$ cat src/rtl/pipe_mux_nx1.sv
// Registered N:1 multiplexer with valid/ready handshake, out-of-range select flagging and a saturating error count.
// Defining PIPE_MUX_SKID_EN adds a one-entry skid buffer so that in_ready comes from a register.
module pipe_mux_nx1 #(
  parameter int N    = 4,
  parameter int W    = 32,
  parameter int SELW = $clog2(N)
) (
  input  logic              clk,
  input  logic              rst_n,
  input  logic [N*W-1:0]    in_data,
  input  logic [SELW-1:0]   in_sel,
  input  logic              in_valid,
  output logic              in_ready,
  output logic [W-1:0]      out_data,
  output logic              out_valid,
  input  logic              out_ready,
  output logic              sel_err,
  output logic [7:0]        err_cnt
);

  // Handshake: a transfer happens on a rising edge where valid && ready on the same side;
  // valid never waits for ready, and a held beat keeps data and valid stable until taken.

  localparam bit              NPOW2 = ((N & (N - 1)) == 0);
  localparam logic [SELW:0]   NLIM  = (SELW + 1)'(N);

  logic [W-1:0] sel_data;
  logic         sel_oor;
  logic         in_xfer;

  // Out-of-range selects fall back to the last input.
  always_comb begin
    sel_data = in_data[(N-1)*W +: W];
    for (int k = 0; k < N - 1; k++) begin
      if (in_sel == SELW'(k)) sel_data = in_data[k*W +: W];
    end
  end

  assign sel_oor = !NPOW2 && ({1'b0, in_sel} >= NLIM);
  assign in_xfer = in_valid && in_ready;

  always_ff @(posedge clk or negedge rst_n) begin
    if (!rst_n) begin
      sel_err <= 1'b0;
      err_cnt <= 8'd0;
    end else begin
      sel_err <= in_xfer && sel_oor;
      if (in_xfer && sel_oor && (err_cnt != 8'hFF)) err_cnt <= err_cnt + 8'd1;
    end
  end

`ifdef PIPE_MUX_SKID_EN
  logic         skid_empty;
  logic [W-1:0] skid_data;

  assign in_ready = skid_empty;

  // A beat accepted while the output is stalled parks in the skid entry
  // and is handed to the output ahead of any newer beat.
  always_ff @(posedge clk or negedge rst_n) begin
    if (!rst_n) begin
      out_valid  <= 1'b0;
      out_data   <= '0;
      skid_empty <= 1'b1;
      skid_data  <= '0;
    end else if (!out_valid || out_ready) begin
      if (!skid_empty) begin
        out_data   <= skid_data;
        out_valid  <= 1'b1;
        skid_empty <= 1'b1;
      end else if (in_xfer) begin
        out_data  <= sel_data;
        out_valid <= 1'b1;
      end else begin
        out_valid <= 1'b0;
      end
    end else if (in_xfer) begin
      skid_data  <= sel_data;
      skid_empty <= 1'b0;
    end
  end
`else
  assign in_ready = !out_valid || out_ready;

  always_ff @(posedge clk or negedge rst_n) begin
    if (!rst_n) begin
      out_valid <= 1'b0;
      out_data  <= '0;
    end else if (in_xfer) begin
      out_data  <= sel_data;
      out_valid <= 1'b1;
    end else if (out_ready) begin
      out_valid <= 1'b0;
    end
  end
`endif

endmodule

$ cat config.mk
export PLATFORM = sky130hd
export DESIGN_NAME = pipe_mux_nx1
export DESIGN_NICKNAME = d
export VERILOG_FILES = /design/src/rtl/pipe_mux_nx1.sv
export SDC_FILE = /design/constraint.sdc
export NUM_CORES = 1
export LEC_CHECK = 0
export CAP_MARGIN = 30
export CORE_ASPECT_RATIO = 0.7
export CORE_MARGIN = 4
export CORE_UTILIZATION = 34
export DETAILED_ROUTE_END_ITERATION = 8
export PLACE_DENSITY = 0.88
export SYNTH_ARGS = -nofsm -noshare
export SYNTH_HDL_FRONTEND = slang
export SYNTH_SLANG_ARGS = --single-unit
$ cat constraint.sdc
create_clock -name clk -period 1.65 [get_ports clk]
set_input_delay 0.4125 -clock clk [delete_from_list [all_inputs] [get_ports clk]]
set_output_delay 0.4125 -clock clk [all_outputs]
set_load 0.02 [all_outputs]
==> metrics.csv <==
metric,value,unit
status,"complete, no violations",
synth_top_family_by_area,multiplexers,
r2r_slack,100,ps
drt_iter0_drc,82,
swShare,0.3197,
synth-compound-area-share,0.2695,
setup_viol,0,
drv_cap,0,
max_freq,0.6291,GHz
ios,177,
drive_gt1_frac,0.1589,
drc,0,
vias_per_cell,4.989,
yosysSeqAreaShare,0.3543,
grt_usage,0.1910,
grt_pass1_vias,2446,
synth_xor_area_frac,0,
rsz0062_at_grt,false,
fin_ws,60.39,ps
yosys_warnings,0,
rows,24,
ys_seq_elements,33,
synthAdderAreaFrac,0,
synth_simple_gate_area_frac,0.01235,
cp.required,1840,ps
cts.clk_slew.worst_paths,70,ps
place_congestion,0.7587,
timing.hold.ws,57.49,ps
portBuffers,167,
wl,7939,um
regToRegStartpoint,out_valid,
drv_slew,0,
grt.overflow.total,0,
dp_hpwl,6403,um
core_area,0.006426,mm^2
die-area,0.008266,mm^2
skew,3.742,ps
reg2reg_depth,5,
area_growth,80.68,%
hold_viol,0,
holdBufCountCts,0,
r2r_end,out_data[6],
hold_path_class,in -> async,
finalCriticalPeriod,1590,ps
grt_pass1_wl,12520,um
p_leak,1.851,nW
final_util,0.6554,
end_kind,flop,
clk_path_buf_depth,2,
post_cts_buffers,0,
min_period_over_period,0.9634,
power_frac_clock,0.211,
seq_power_share,0.357,
p_per_area,669.0,mW/mm^2
cts_buffers,5,
cp-start-kind,input pin,
final_net_count,499,
wl_per_cell,17.41,um
ant_nets,0,
clock_sinks,33,
synthMuxAreaShare,0.2748,
vias,2275,
antenna_found_initial,0,
drt_first_pass_iters,4,
start_util,0.3627,
antenna-diode-count,0,
critPathKind,in -> reg,
p_sw,900.8,uW
syn_inst,197,
die_h,77.28,um
post-place-ws,-423.7,ps
syn_area_per_cell,11.83,um^2
root_buffer,clkbuf_8,
crit_fanout,9,
cts_tree,yes,
internal_power,1.917,mW
arrival,1780,ps
die_w,107.0,um
p_comb_frac,0.432,
ir_worst_vdd,0.0003312,V
insertion_delay,270,ps
grt_max_degree,34,
synth_area,0.002331,mm^2
yosysUniqueCellTypes,16,
cts_htree_levels,2,
cells by family (layout without fill, tap and decap cells):
family,after synthesis,count (layout)
AO/OA/AOI/OAI,64,64
multiplexers,64,64
flip-flops,33,33
buffers and inverters,31,191
AND/OR/NAND/NOR,4,4
other,1,9
what timing repair did:
item,in CTS,in global routing
setup endpoints to repair,65,1
pin swaps,1,0
endpoints found under the hold margin,0,0
gates resized for setup,39,1
cloned,1,0
registers in the layout, summed over array words and instances (netlist names):
register   count
out_data      32
out_valid      1
power by group through the flow:
| stage | Sequential [mW] | Clock [mW] | Combinational (mW) |
|---|---|---|---|
| 5_1_grt | 1.03 | 0.661 | 1.31 |
| 2_1_floorplan | 1.18 | 0 | 0.439 |
| 6_report | 1.01 | 0.594 | 1.22 |
| 4_1_cts | 1.01 | 0.615 | 1.23 |
| 3_5_place_dp | 1.02 | 0 | 1.31 |
| 3_3_place_gp | 1.02 | 0 | 1.28 |
stage by stage:
step | power [mW] | setup TNS (ps) | instance area, um^2 | instances
after floorplan | 1.617 | 0 | 2361 | 205
after global placement | 2.305 | -10410 | 4129 | 448
after detailed placement | 2.334 | -11880 | 4129 | 448
after CTS | 2.856 | 0 | 4209 | 456
after global routing | 2.996 | 0 | 4212 | 456
final | 2.817 | 0 | 4212 | 456
cell type report:
type                       instances  area (um^2)
fill                             521         2215
tap                               91        113.9
sequential                        33        825.8
timing repair buffer             182         1837
clock buffer                       7        86.33
multi-input combinational        141         1341
inverter                           2        7.507
routing by layer:
layer  global-route usage  vias to the layer above  wire [um]  share of wire
met5                    0                        -          0              0
met4              0.04342                        0         64         0.0081
met3              0.07634                        4        895           0.11
met2               0.3185                      117       3722           0.47
met1               0.2317                     1067       3256           0.41
li1                     -                     1087          -              -
Yosys cell counts:
library cell   n  area (um^2)
buf_2          7        35.03
buf_4         13        97.59
buf_6          4        45.04
clkbuf_1       5        18.77
conb_1         1        3.750
dfrtp_1       33        825.8
inv_1          1        3.750
inv_2          1        3.750
mux2i_1       64        640.6
nand2_1        1        3.750
nand3_1        1        5.000
nor2b_4        1        13.76
o21ai_0       32        160.2
o221ai_1       2        17.52
o221ai_2      30        450.4
or3_1          1        6.260
cell usage in the layout (no fill, tap or decap), types with 2 or more instances in the layout:
master	Yosys	final
buf_2	7	2
o21ai_0	32	32
clkdlybuf4s50_1	0	130
o221ai_2	30	30
dlygate4sd2_1	0	33
buf_12	0	6
buf_4	13	8
dfrtp_1	33	33
mux2i_1	64	64
clkbuf_8	0	6
o221ai_1	2	2
conb_1	1	9
worst max-delay path, cell delays in order:
cell and delay [ps]:
clkdlybuf4s50_1 520, inv_2 50, or3_4 370, bufbuf_16 300
o221ai_2 120
worst max path at each step:
stage | slack [ps] | end | start | cells after the start
after global placement | -400 | in_ready | out_ready | 4
after global routing | 3 | out_data[17] | in_valid | 5
after CTS | 0.3 | out_data[13] | out_data[13] | 1
after floorplan | 200 | out_data[20] | out_valid | 5
after detailed placement | -420 | in_ready | out_ready | 4
final | 60 | out_data[6] | in_valid | 5
(Power assumes the default switching activity.)
